<file path="src/rtl/mem_arb_pkg.sv">
// rtl/mem_arb_pkg.sv - shared types and constants for the memory port arbiter
package mem_arb_pkg;

  localparam int LANES = 4;

  typedef enum logic [1:0] {
    IDLE   = 2'd0,
    ACCESS = 2'd1,
    RESP   = 2'd2
  } arb_state_t;

  typedef enum logic [1:0] {
    GNT_NONE = 2'd0,
    GNT_IF   = 2'd1,
    GNT_D    = 2'd2
  } grant_t;

  typedef logic [7:0] byte_lanes_t [0:LANES-1];

endpackage

</file>
<file path="src/rtl/mem_arb_prio.sv">
// rtl/mem_arb_prio.sv - data-first winner select with a fetch starvation guard
module mem_arb_prio
  import mem_arb_pkg::*;
#(
  parameter int MAX_DSTREAK = 4
) (
  input  logic   clk,
  input  logic   rst_b,
  input  logic   if_req,
  input  logic   d_req,
  input  logic   arb,
  output grant_t grant
);

  localparam int SW = $clog2(MAX_DSTREAK + 1);
  localparam logic [SW-1:0] STREAK_MAX = SW'(MAX_DSTREAK);

  // Consecutive data grants won while fetch was waiting.
  logic [SW-1:0] streak;

  // Pick a winner only while the arbitrate strobe is high; fetch wins once the streak saturates.
  always_comb begin
    grant = GNT_NONE;
    if (arb) begin
      if (if_req && d_req) begin
        grant = (streak == STREAK_MAX) ? GNT_IF : GNT_D;
      end else if (d_req) begin
        grant = GNT_D;
      end else if (if_req) begin
        grant = GNT_IF;
      end
    end
  end

  // Streak tracks data wins against a pending fetch; any fetch win or idle fetch clears it.
  always_ff @(posedge clk or negedge rst_b) begin
    if (!rst_b) begin
      streak <= '0;
    end else if (arb) begin
      if (!if_req || grant == GNT_IF) begin
        streak <= '0;
      end else if (grant == GNT_D && streak != STREAK_MAX) begin
        streak <= streak + 1'b1;
      end
    end
  end

endmodule

</file>
<file path="src/rtl/mem_port_arbiter.sv">
// rtl/mem_port_arbiter.sv - fetch/data arbiter for a fixed-latency byte-lane memory (option: MEM_PORT_ARBITER_ALIGN_CHECK_EN)
module mem_port_arbiter
  import mem_arb_pkg::*;
#(
  parameter int MEM_LAT     = 2,
  parameter int MAX_DSTREAK = 4,
  parameter int ADDR_W      = 32
) (
  input  logic              clk,
  input  logic              rst_b,
  input  logic              halted,
  input  logic              if_req,
  input  logic [ADDR_W-1:0] if_addr,
  output logic              if_ack,
  output logic [31:0]       if_rdata,
  input  logic              d_req,
  input  logic              d_we,
  input  logic [ADDR_W-1:0] d_addr,
  input  logic [7:0]        d_wdata [0:3],
  output logic              d_ack,
  output logic [7:0]        d_rdata [0:3],
  output logic [ADDR_W-1:0] mem_addr,
  output logic [7:0]        mem_data_in [0:3],
  output logic              mem_write_en,
  input  logic [7:0]        mem_data_out [0:3],
  output logic              busy
`ifdef MEM_PORT_ARBITER_ALIGN_CHECK_EN
  ,
  output logic              align_err
`endif
);

  localparam logic [3:0] LAT_INIT = 4'(MEM_LAT - 1);

  arb_state_t        state, state_nxt;
  grant_t            gnt, gnt_q;
  logic              arb;
  logic [3:0]        lat_cnt;
  logic [ADDR_W-1:0] addr_q;
  logic [ADDR_W-1:0] sel_addr;
  logic              we_q;
  byte_lanes_t       wdata_q;
  byte_lanes_t       d_rdata_q;
  logic [31:0]       if_rdata_q;
`ifdef MEM_PORT_ARBITER_ALIGN_CHECK_EN
  logic              misaligned;
  logic              misalign_q;
`endif

  mem_arb_prio #(
    .MAX_DSTREAK(MAX_DSTREAK)
  ) u_prio (
    .clk   (clk),
    .rst_b (rst_b),
    .if_req(if_req),
    .d_req (d_req),
    .arb   (arb),
    .grant (gnt)
  );

  assign sel_addr = (gnt == GNT_D) ? d_addr : if_addr;
`ifdef MEM_PORT_ARBITER_ALIGN_CHECK_EN
  assign misaligned = (sel_addr[1:0] != 2'b00);
`endif

  // State register; reset abandons any in-flight access.
  always_ff @(posedge clk or negedge rst_b) begin
    if (!rst_b) begin
      state <= IDLE;
    end else begin
      state <= state_nxt;
    end
  end

  // Next state and arbitrate strobe; a halted core blocks new grants only from IDLE.
  always_comb begin
    state_nxt = state;
    arb       = 1'b0;
    case (state)
      IDLE: begin
        if (!halted) begin
          arb = 1'b1;
          if (gnt != GNT_NONE) begin
`ifdef MEM_PORT_ARBITER_ALIGN_CHECK_EN
            state_nxt = misaligned ? RESP : ACCESS;
`else
            state_nxt = ACCESS;
`endif
          end
        end
      end
      ACCESS:  if (lat_cnt == 4'd0) state_nxt = RESP;
      RESP:    state_nxt = IDLE;
      default: state_nxt = IDLE;
    endcase
  end

  // Latch the granted request, count memory latency and capture read lanes for loads/fetches.
  always_ff @(posedge clk or negedge rst_b) begin
    if (!rst_b) begin
      gnt_q      <= GNT_NONE;
      lat_cnt    <= 4'd0;
      addr_q     <= '0;
      we_q       <= 1'b0;
      wdata_q    <= '{default: 8'h00};
      d_rdata_q  <= '{default: 8'h00};
      if_rdata_q <= 32'h0;
`ifdef MEM_PORT_ARBITER_ALIGN_CHECK_EN
      misalign_q <= 1'b0;
`endif
    end else begin
      case (state)
        IDLE: begin
          if (gnt != GNT_NONE) begin
            gnt_q   <= gnt;
            addr_q  <= sel_addr;
            we_q    <= (gnt == GNT_D) && d_we;
            lat_cnt <= LAT_INIT;
            if (gnt == GNT_D) wdata_q <= d_wdata;
`ifdef MEM_PORT_ARBITER_ALIGN_CHECK_EN
            misalign_q <= misaligned;
`endif
          end
        end
        ACCESS: begin
          if (lat_cnt == 4'd0) begin
            if (gnt_q == GNT_IF) begin
              if_rdata_q <= {mem_data_out[0], mem_data_out[1], mem_data_out[2], mem_data_out[3]};
            end else if (!we_q) begin
              d_rdata_q <= mem_data_out;
            end
          end else begin
            lat_cnt <= lat_cnt - 4'd1;
          end
        end
        default: ;
      endcase
    end
  end

  // Outputs decode from registered state so reset clears them immediately.
  always_comb begin
    busy         = (state != IDLE);
    mem_write_en = (state == ACCESS) && we_q && (lat_cnt == LAT_INIT);
    if_ack       = (state == RESP) && (gnt_q == GNT_IF);
    d_ack        = (state == RESP) && (gnt_q == GNT_D);
    mem_addr     = addr_q;
    mem_data_in  = wdata_q;
    d_rdata      = d_rdata_q;
    if_rdata     = if_rdata_q;
`ifdef MEM_PORT_ARBITER_ALIGN_CHECK_EN
    align_err    = (state == RESP) && misalign_q;
`endif
  end

endmodule

</file>
<file path="config.mk">
export PLATFORM = sky130hd
export DESIGN_NAME = mem_port_arbiter
export DESIGN_NICKNAME = d
export VERILOG_FILES = /design/src/rtl/mem_arb_pkg.sv /design/src/rtl/mem_arb_prio.sv /design/src/rtl/mem_port_arbiter.sv
export SDC_FILE = /design/constraint.sdc
export NUM_CORES = 1
export LEC_CHECK = 0
export ABC_AREA = 1
export BUFFER_PORTS_ARGS = -buffer_cell sky130_fd_sc_hd__buf_2
export CORE_MARGIN = 4
export CORE_UTILIZATION = 43
export DETAILED_ROUTE_END_ITERATION = 12
export GPL_TIMING_DRIVEN = 0
export PLACE_DENSITY = 0.81
export SLEW_MARGIN = 20
export SYNTH_ARGS = -nofsm -noshare
export SYNTH_HDL_FRONTEND = slang
export SYNTH_SLANG_ARGS = --single-unit
</file>
<file path="constraint.sdc">
create_clock -name clk -period 1.5 [get_ports clk]
set_clock_uncertainty 0.05 [all_clocks]
set_input_delay 0.15 -clock clk [delete_from_list [all_inputs] [get_ports clk]]
set_output_delay 0.15 -clock clk [all_outputs]
set_load 0.05 [all_outputs]
</file>
==> impl_metrics.csv, run 1 <==
group,metric,value,unit
logic_synthesis,ys.flop_type,"dfrtp_1",
setup_path,path_delay_family,"buffers and inverters",
placement,hpwlAfterDp,12.40,mm
setup_path,end_kind,"flop",
setup_path,max_stage_delay,0.43,ns
setup_path,reg2reg_slack,-0.22,ns
floorplan,ios,266,
layout,seqCellArea,3506,um^2
timing,finalCritPeriodShare,114.4,%
layout,nets,1265,
grt,grt_max_degree,93,
setup_path,critPathRequiredTime,1.74,ns
cts,clkTransAtPathRegs,0.06,ns
power,power.density,2374,nW/um^2
hold_path,hp-class,"in -> reg",
timing,finalMaxSlewViolations,0,
timing,worst_pin_slew,0.4689,ns
setup_path,arrival,1.96,ns
grt,grt.total_usage,28.20,%
layout,postLayoutCoreUtil,80.87,%
power,ir_drop,1.188,mV
logic_synthesis,synth_edf_count,0,
setup_path,startpoint_type,"flop",
floorplan,start_util,43.83,%
grt,grt_pass1_wl,36.04,mm
setup_path,crit_fanout,5,
logic_synthesis,ys_seq_area_share,57.58,%
placement,gp_congestion,0.8395,
job,maxCapViolCount,0,
route,dr.pass1.iters,5,
cts,worstSkewPairLatency,0.41,ns
route,drc,0,
logic_synthesis,syn_nets,831,
placement,place.port_buffers,265,
logic_synthesis,synth_top_family_by_area,"simple AND/OR/NAND/NOR gates",
timing,rsz0062_at_grt,"yes",
setup_path,r2r-start,"lat_cnt[0]",
floorplan,die_y,127.0,um
route,wl_per_cell,18.75,um
outcome,violations,"setup timing",
floorplan,die_w,127.0,um
power,leakage,5.905,nW
logic_synthesis,synth.area.mux_share,0,%
logic_synthesis,synth-simple-area-share,22.00,%
layout,final_cells,1321,
setup_path,reg2reg_depth,10,
timing,timing.slew.headroom,68.74,%
route,routed-via-count,6786,
route,routed_wl,24.77,mm
layout,multi_input_area,3173,um^2
logic_synthesis,yosysTopAreaCellShare,57.58,%
cts,h-tree-depth,4,
logic_synthesis,synth_compound_area_share,10.22,%
route,antenna_left,0,
timing,timing.fmax,582.7,MHz
layout,drive_gt1_share,53.99,%
setup_path,path_depth,10,
grt,antenna_found_initial,2,
logic_synthesis,netlist_area,6085,um^2
timing,setup_ws,-0.2162,ns
logic_synthesis,avgSynthCellArea,8.780,um^2
logic_synthesis,synth-xor-area-share,0.2879,%
cts,cts_tree,"built",
logic_synthesis,synth_adder_area_share,0.8225,%
logic_synthesis,synthMostInstantiatedCell,"nand2_1",
setup_path,cpMaxStageDelayCell,"dfrtp_1",
layout,areaGrowthSynthToFinish,84.50,%
setup_path,crit_chain,"inv_2, ha_4, nand3_4, nor2_4, buf_6, buf_8, nand2_8, buf_6, nand2_2, o21ai_1",
cts,clk_path_buf_depth,2,
hold_path,hp-start,"d_addr[17]",
setup_path,crit_type,"reg -> reg",
logic_synthesis,synth.top_cells.by_count,"nand2_1, dfrtp_1, inv_1",
cts,cts_buffers,17,
floorplan,row_count,43,
logic_synthesis,synth.area.top_cells,"dfrtp_1, nand2_1, inv_1",
setup_path,crit_end,"if_rdata[16]",
timing,finalSetupViolCount,133,
timing,period_minus_slack,1.716,ns
logic_synthesis,synthArstFlopShare,100.0,%
grt,first_global_vias,7361,
cts,clkSinkCount,140,
floorplan,core_area,13880,um^2
setup_path,timing.rr.end,"if_rdata[16]",
setup_path,critPathBufInv,4,
logic_synthesis,yosysUniqueCellTypes,26,
grt,grt_overflow_total,0,
layout,stdcell_area,11230,um^2
setup_path,cp_common_cell,"buf_6",
cts,clock-root-buffer,"clkbuf_16",
floorplan,dieArea,16120,um^2
route,drt_iter0_markers,447,
placement,numPlacedInstances,1139,
route,viasPerCell,5.137,
logic_synthesis,ys_seq_elements,140,
placement,place_area,7711,um^2
timing,final_hold_viol_count,0,
layout,nFillCells,758,
setup_path,worstSetupStartpoint,"lat_cnt[0]",
outcome,outcome,"finished with violations",
logic_synthesis,synth.largest_area_cell,"dfrtp_1",
logic_synthesis,yosys_warnings,0,
logic_synthesis,synthCells,693,
[repair_timing]
item	4_1_cts	5_1_grt
hold buffers	97	0
gates resized for setup	232	182
endpoints found under the hold margin	165	0
buffers inserted	35	5
endpoints found under the setup margin	135	139
cloned	14	3
pin swaps	35	38
[power breakdown]
group / internal, mW / switching (mW)
Clock: 2.64 / 1.59
Combinational: 4.61 / 10.7
Sequential: 5.63 / 1.45
Total: 12.9 / 13.8
[area by class of cell]
cell class / count / area share (%)
antenna: 2 / 0.04458
buffer: 34 / 3.578
multi-input combinational: 440 / 28.27
timing repair buffer: 413 / 26.79
tap: 180 / 2.006
inverter: 81 / 2.820
sequential: 140 / 31.23
clock buffer: 19 / 3.946
clock inverter: 12 / 1.315
[how the worst min path moves through the flow]
| stage | slack, ns | cells past startpoint | endpoint |
|---|---|---|---|
| 3_3_place_gp | 0.30 | 3 | mem_data_in[18] |
| 3_5_place_dp | 0.02 | 1 | if_rdata[10] |
| 5_1_grt | 0.007 | 5 | mem_addr[18] |
| 2_1_floorplan | -0.20 | 0 | d_rdata[0] |
| 6_report | 0.006 | 5 | mem_addr[17] |
| 4_1_cts | 0.001 | 5 | mem_addr[11] |
[worst register-to-register path: stages, from the launching register on]
cell and delay, ns:
dfrtp_1 0.43, inv_2 0.10, ha_4 0.14, nand3_4 0.08, nor2_4 0.14, buf_6 0.13
buf_8 0.13, nand2_8 0.10, buf_6 0.18, nand2_2 0.05, o21ai_1 0.08
[per-layer routing]
layer | part of all wire [%] | track usage [%] | vias up | routed length (um)
li1 | - | - | 3042 | -
met1 | 35 | 31.70 | 3251 | 8760
met2 | 52 | 49.19 | 353 | 12870
met3 | 5.7 | 5.937 | 140 | 1410
met4 | 7.0 | 16.78 | 0 | 1735
met5 | 0 | 0 | - | 0
[cells in the final DEF, fill, tap and decap left out, types with 6 or more instances in the layout]
cell           count
nand2_2           67
inv_2              7
buf_2            266
nor2_1             6
dlygate4sd3_1     97
buf_8             16
o21ai_2           40
clkbuf_16         19
nand2_4           53
nand3_2           32
buf_12             9
o21ai_1           22
nand2_1          152
o21bai_1          22
buf_4             22
inv_1             70
o21bai_4           9
buf_6             29
dfrtp_1          138
[cells by family (layout without fill, tap and decap cells)]
| group | count (synthesis) | count (layout) |
|---|---|---|
| AOI/OAI and AO/OA | 105 | 105 |
| xor gates and xnor gates | 2 | 2 |
| adders and majority gates | 4 | 4 |
| buffers and inverters | 115 | 559 |
| DFF | 140 | 140 |
| other | 0 | 2 |
| and+or+nand+nor | 327 | 329 |
[metrics by stage]
stage | setup WS, ns | total power [mW] | setup TNS [ns] | hold slack (ns)
6_report | -0.2162 | 26.65 | -15.35 | 0.006229
5_1_grt | -0.2671 | 27.73 | -23.23 | 0.007309
4_1_cts | -0.1642 | 24.81 | -10.55 | 0.001343
3_5_place_dp | -0.1906 | 18.55 | -14.39 | 0.02061
3_3_place_gp | -1.698 | 18.29 | -244.68 | 0.3042
2_1_floorplan | -0.1309 | 15.44 | -0.2618 | -0.1956
[sequential cells by signal, summed over array words and instances (netlist names)]
| signal | cells |
|---|---|
| gnt_q | 2 |
| mem_data_in | 32 |
| d_rdata | 32 |
| we_q | 1 |
| if_rdata | 32 |
| mem_addr | 32 |
| state | 2 |
| lat_cnt | 4 |
| u_prio.streak | 3 |
Power figures use the tool's default switching activity.
==> inputs of run 2 (changes only) <==
Settings changed: CELL_PAD_IN_SITES_DETAIL_PLACEMENT set to 1, CELL_PAD_IN_SITES_GLOBAL_PLACEMENT set to 2, CORE_UTILIZATION 43 to 24, PLACE_DENSITY 0.81 to 0.8.
==> impl_metrics.csv, run 2 (same netlist as run 1, synthesis figures left out) <==
group,metric,value,unit
outcome,outcome,"finished with violations",
outcome,violations,"setup timing",
setup_path,crit_fanout,2,
setup_path,startpoint_type,"flop",
setup_path,crit_type,"reg -> out",
setup_path,critPathRequiredTime,1.30,ns
layout,seqCellArea,3506,um^2
setup_path,crit_chain,"inv_2, ha_4, nand2_4, nor4_4, buf_6",
setup_path,reg2reg_depth,9,
job,maxCapViolCount,0,
timing,finalSetupViolCount,132,
route,routed_wl,25.78,mm
floorplan,dieArea,27960,um^2
timing,rsz0062_at_grt,"yes",
route,viasPerCell,4.413,
layout,multi_input_area,3408,um^2
setup_path,r2r-start,"state[0]",
power,power.density,2275,nW/um^2
power,leakage,6.258,nW
layout,layout_common_cells,"buf_2, dfrtp_1, dlygate4sd3_1",
layout,nFillCells,2778,
cts,h-tree-depth,4,
layout,postLayoutCoreUtil,48.05,%
setup_path,worstSetupStartpoint,"lat_cnt[1]",
route,wl_per_cell,17.35,um
setup_path,arrival,1.46,ns
floorplan,row_count,58,
timing,timing.fmax,602.0,MHz
grt,first_global_vias,7009,
grt,grt.total_usage,16.50,%
timing,timing.slew.headroom,68.35,%
cts,cts_buffers,17,
setup_path,cpMaxStageDelayCell,"dfrtp_1",
route,drt_iter0_markers,230,
setup_path,end_kind,"output port",
timing,worst_pin_slew,0.4748,ns
floorplan,die_y,167.2,um
power,ir_drop,1.001,mV
placement,dp_slack,-0.2718,ns
grt,antenna_found_initial,0,
floorplan,ios,266,
hold_path,hp-class,"in -> reg",
layout,antennaDiodeCount,0,
placement,gp_congestion,0.7736,
layout,nets,1282,
placement,place.port_buffers,265,
floorplan,core_area,25040,um^2
timing,period_minus_slack,1.661,ns
timing,setup_ws,-0.1611,ns
floorplan,die_w,167.2,um
timing,finalMaxSlewViolations,0,
placement,hpwlAfterDp,15.05,mm
route,drc,0,
grt,grt_overflow_total,0,
cts,clkTransAtPathRegs,0.06,ns
layout,drive_gt1_share,58.30,%
cts,worstSkewPairLatency,0.41,ns
cts,cts_tree,"built",
setup_path,crit_end,"mem_write_en",
floorplan,start_util,24.30,%
setup_path,reg2reg_slack,-0.15,ns
timing,final_hold_viol_count,0,
cts,clock-root-buffer,"clkbuf_16",
timing,finalCritPeriodShare,110.7,%
route,antenna_left,0,
grt,grt_pass1_wl,37.44,mm
setup_path,timing.rr.end,"mem_addr[16]",
route,routed-via-count,6557,
route,dr.pass1.iters,4,
setup_path,max_stage_delay,0.39,ns
layout,areaGrowthSynthToFinish,97.70,%
cts,clk_path_buf_depth,2,
grt,grt_max_degree,85,
cts,clkSinkCount,140,
layout,layout_commonest_cell,"buf_2",
==> run 2: worst min-delay path by stage <==
stage,startpoint,slack (ns),depth (start not counted),endpoint
after global routing,d_addr[4],0.02,5,mem_addr[4]
after floorplan,rst_b,-0.20,0,d_rdata[0]
after global placement,d_wdata[4],0.30,3,mem_data_in[4]
final,if_addr[11],0.01,4,mem_addr[11]
after detailed placement,rst_b,0.06,1,d_rdata[10]
after CTS,if_addr[22],0.001,4,mem_addr[22]
==> run 2: worst max-delay path: cells and delay by family, from the launching register on <==
| kind | cells | cell delay, ns |
|---|---|---|
| buffers and inverters | 2 | 0.31 |
| adder cells (fa/ha/maj) | 1 | 0.16 |
| AND/OR/NAND/NOR | 2 | 0.19 |
| flip-flops | 1 | 0.39 |
==> run 2: report_power, final <==
part | switching (mW) | internal, mW
Clock | 1.72 | 2.97
Combinational | 10.7 | 4.90
Sequential | 1.44 | 5.63
Total | 13.9 | 13.5
==> run 2: layout make-up <==
class                      count  share of cell area (%)
sequential                   140                   29.15
multi-input combinational    440                   28.33
timing repair buffer         432                   27.27
buffer                        32                   3.786
clock buffer                  18                   3.568
tap                          330                   3.433
inverter                      81                   2.673
clock inverter                13                   1.789
==> run 2: what timing repair did <==
action | in CTS | in global routing
hold endpoints to repair | 178 | 1
setup buffers | 34 | 16
endpoints found under the setup margin | 136 | 139
pin swaps | 29 | 63
cloned | 10 | 10
hold buffers | 103 | 1
resized for setup | 162 | 333
==> run 2: layer usage <==
metal / track usage (%) / up-vias / share of wire (%)
met5: 0 / - / 0
met4: 6.175 / 0 / 2.6
met3: 3.352 / 40 / 4.1
met2: 29.08 / 166 / 54
met1: 19.95 / 3275 / 40
li1: - / 3076 / -
==> run 2: per-stage QoR <==
| step | power, mW | hold WS, ns | setup TNS (ns) | instances | area, um^2 |
|---|---|---|---|---|---|
| 2_1_floorplan | 15.44 | -0.1956 | -0.2618 | 693 | 6122 |
| 3_3_place_gp | 18.58 | 0.3024 | -300.57 | 1288 | 7861 |
| 3_5_place_dp | 18.78 | 0.06376 | -17.94 | 1289 | 7899 |
| 4_1_cts | 25.07 | 0.001255 | -11.18 | 1464 | 10590 |
| 5_1_grt | 28.82 | 0.01820 | -20.99 | 1486 | 12030 |
| 6_report | 27.36 | 0.01191 | -10.53 | 1486 | 12030 |
==> inputs of run 3 (changes only) <==
Settings changed: PLACE_DENSITY 0.8 to 0.79, SYNTH_HIERARCHICAL set to 1.
==> impl_metrics.csv, run 3 <==
group,metric,value,unit
outcome,outcome,"finished with violations",
outcome,violations,"setup timing",
logic_synthesis,synth.largest_area_cell,"dfrtp_1",
cts,clkTransAtPathRegs,0.07,ns
layout,final_cells,1485,
logic_synthesis,ys.flop_type,"dfrtp_1",
grt,grt_pass1_wl,39.94,mm
placement,numPlacedInstances,1235,
logic_synthesis,synth.top_cells.by_count,"nand2_1, dfrtp_1, inv_1",
logic_synthesis,yosysUniqueCellTypes,25,
route,dr.pass1.iters,4,
placement,gp_congestion,0.7612,
route,drc,0,
floorplan,start_util,24.56,%
logic_synthesis,synth-xor-area-share,0,%
logic_synthesis,ys_seq_elements,140,
timing,timing.slew.headroom,64.33,%
logic_synthesis,avgSynthCellArea,9.342,um^2
setup_path,worstSetupStartpoint,"state[0]",
hold_path,hp-start,"d_req",
timing,finalMaxSlewViolations,0,
setup_path,crit_type,"reg -> reg",
setup_path,startpoint_type,"flop",
setup_path,end_kind,"flop",
timing,rsz0062_at_grt,"yes",
logic_synthesis,ys_seq_area_share,58.14,%
cts,clk_path_buf_depth,2,
route,routed_wl,25.64,mm
layout,areaGrowthSynthToFinish,96.74,%
power,power.density,2297,nW/um^2
setup_path,critPathRequiredTime,1.78,ns
logic_synthesis,synth_top_family_by_area,"simple AND/OR/NAND/NOR gates",
cts,worstSkewPairLatency,0.41,ns
logic_synthesis,synth.area.top_cells,"dfrtp_1, nand2_1, o21ai_2",
floorplan,row_count,57,
power,ir_drop,1.113,mV
grt,grt_max_degree,78,
setup_path,arrival,2.18,ns
setup_path,r2r-start,"state[0]",
layout,layout_commonest_cell,"buf_2",
power,leakage,5.884,nW
logic_synthesis,synth.area.mux_share,0,%
floorplan,dieArea,27710,um^2
timing,final_hold_viol_count,0,
logic_synthesis,synthMostInstantiatedCell,"nand2_1",
route,viasPerCell,4.421,
grt,grt.total_usage,17.78,%
floorplan,die_y,166.5,um
timing,finalSetupViolCount,140,
timing,worst_pin_slew,0.5350,ns
cts,h-tree-depth,4,
layout,stdcell_area,11860,um^2
timing,finalCritPeriodShare,126.0,%
floorplan,ios,266,
layout,drive_gt1_share,53.41,%
logic_synthesis,synth_adder_area_share,0.8306,%
route,antenna_left,0,
route,wl_per_cell,17.27,um
floorplan,die_w,166.5,um
layout,nets,1284,
logic_synthesis,netlist_area,6026,um^2
grt,antenna_found_initial,2,
timing,period_minus_slack,1.891,ns
cts,cts_buffers,17,
timing,timing.fmax,528.9,MHz
route,drt_iter0_markers,263,
route,routed-via-count,6565,
timing,setup_ws,-0.3906,ns
placement,place.port_buffers,265,
grt,first_global_vias,7256,
logic_synthesis,synthArstFlopShare,100.0,%
grt,grt_overflow_total,0,
setup_path,crit_fanout,8,
cts,cts_tree,"built",
cts,clkSinkCount,140,
logic_synthesis,synth-simple-area-share,17.07,%
logic_synthesis,synth_edf_count,0,
placement,hpwlAfterDp,15.05,mm
logic_synthesis,yosysTopAreaCellShare,58.14,%
layout,layout_common_cells,"buf_2, dfrtp_1, dlygate4sd3_1",
job,maxCapViolCount,0,
timing,tns,-33.17,ns
logic_synthesis,yosys_warnings,6,
floorplan,core_area,24530,um^2
hold_path,hp-class,"in -> reg",
cts,clock-root-buffer,"clkbuf_16",
logic_synthesis,syn_nets,783,
logic_synthesis,synthCells,645,
placement,place_area,7913,um^2
logic_synthesis,synth_compound_area_share,14.68,%
run 3: cell count changes after synthesis, sizes merged, moves of 2 or more:
cell    delta
o21ai     +33
nand2    -119
o21bai    -32
a31oi     +32
nand3      +2
buf        -6
nor2      +34
inv        +2
clkbuf     +8
run 3: metrics by stage:
stage | hold slack, ns | total power [mW] | setup WS (ns) | utilization [%]
2_1_floorplan | -0.1956 | 15.65 | -0.3140 | -
3_3_place_gp | 0.3412 | 18.71 | -2.002 | 32.10
3_5_place_dp | 0.09329 | 18.93 | -0.6476 | 32.25
4_1_cts | 0.02707 | 26.37 | -0.3664 | 46.51
5_1_grt | 0.09755 | 28.63 | -0.5009 | 48.32
6_report | 0.07814 | 27.23 | -0.3906 | 48.32
run 3: logic make-up after synthesis:
kind of cell	count (synthesis)
adder cells (fa/ha/maj)	4
AND/OR/NAND/NOR	245
flip-flops	140
buffers and inverters	119
AO/OA/AOI/OAI	137
run 3: critical path, cell delays in order (launching register included):
cell and delay [ns]:
dfrtp_2 0.44, inv_4 0.09, nand2_8 0.06, nor2_4 0.18
nand3_2 0.09, inv_2 0.07, buf_8 0.13, nor2_4 0.05
nor2_4 0.15, buf_8 0.18, buf_6 0.14, nor2_4 0.03
a31oi_2 0.16
run 3: routing by layer:
layer  wire (um)  GRT usage [%]
met1       10470          21.29
met2       13370          32.20
met3        1344          4.551
met4         460          3.878
met5           0              0
run 3: power by group:
group	total (mW)	internal, mW	switching, mW
sequential	6.91	5.58	1.33
clock	4.67	2.93	1.74
combinational	15.6	5.11	10.5
run 3: layout make-up:
| type | count | area (um^2) |
|---|---|---|
| tap | 324 | 405.4 |
| clock inverter | 12 | 182.7 |
| fill | 2743 | 12680 |
| sequential | 140 | 3507 |
| buffer | 35 | 473.0 |
| clock buffer | 20 | 466.7 |
| timing repair buffer | 481 | 3829 |
| inverter | 83 | 324.1 |
| antenna | 2 | 5.005 |
| multi-input combinational | 388 | 2663 |
run 3: worst paths after layout:
check                              endpoint  slack (ns)  cells after the start
setup / recovery                mem_addr[4]       -0.39                     12
hold / removal             u_prio/streak[0]        0.08                      5
setup reg to reg                mem_addr[4]       -0.39                     12
hold reg to reg              mem_data_in[9]        0.43                      2
max in group asynchronous      mem_addr[13]        0.39                      3
min in group asynchronous   mem_data_in[14]        0.23                      2
run 3: repair_timing:
item / 4_1_cts / 5_1_grt
hold buffers: 131 / 0
endpoints found under the hold margin: 192 / 0
gates resized for setup: 199 / 85
pin swaps: 14 / 12
gates cloned: 16 / 3
buffers inserted: 53 / 16
endpoints found under the setup margin: 140 / 140
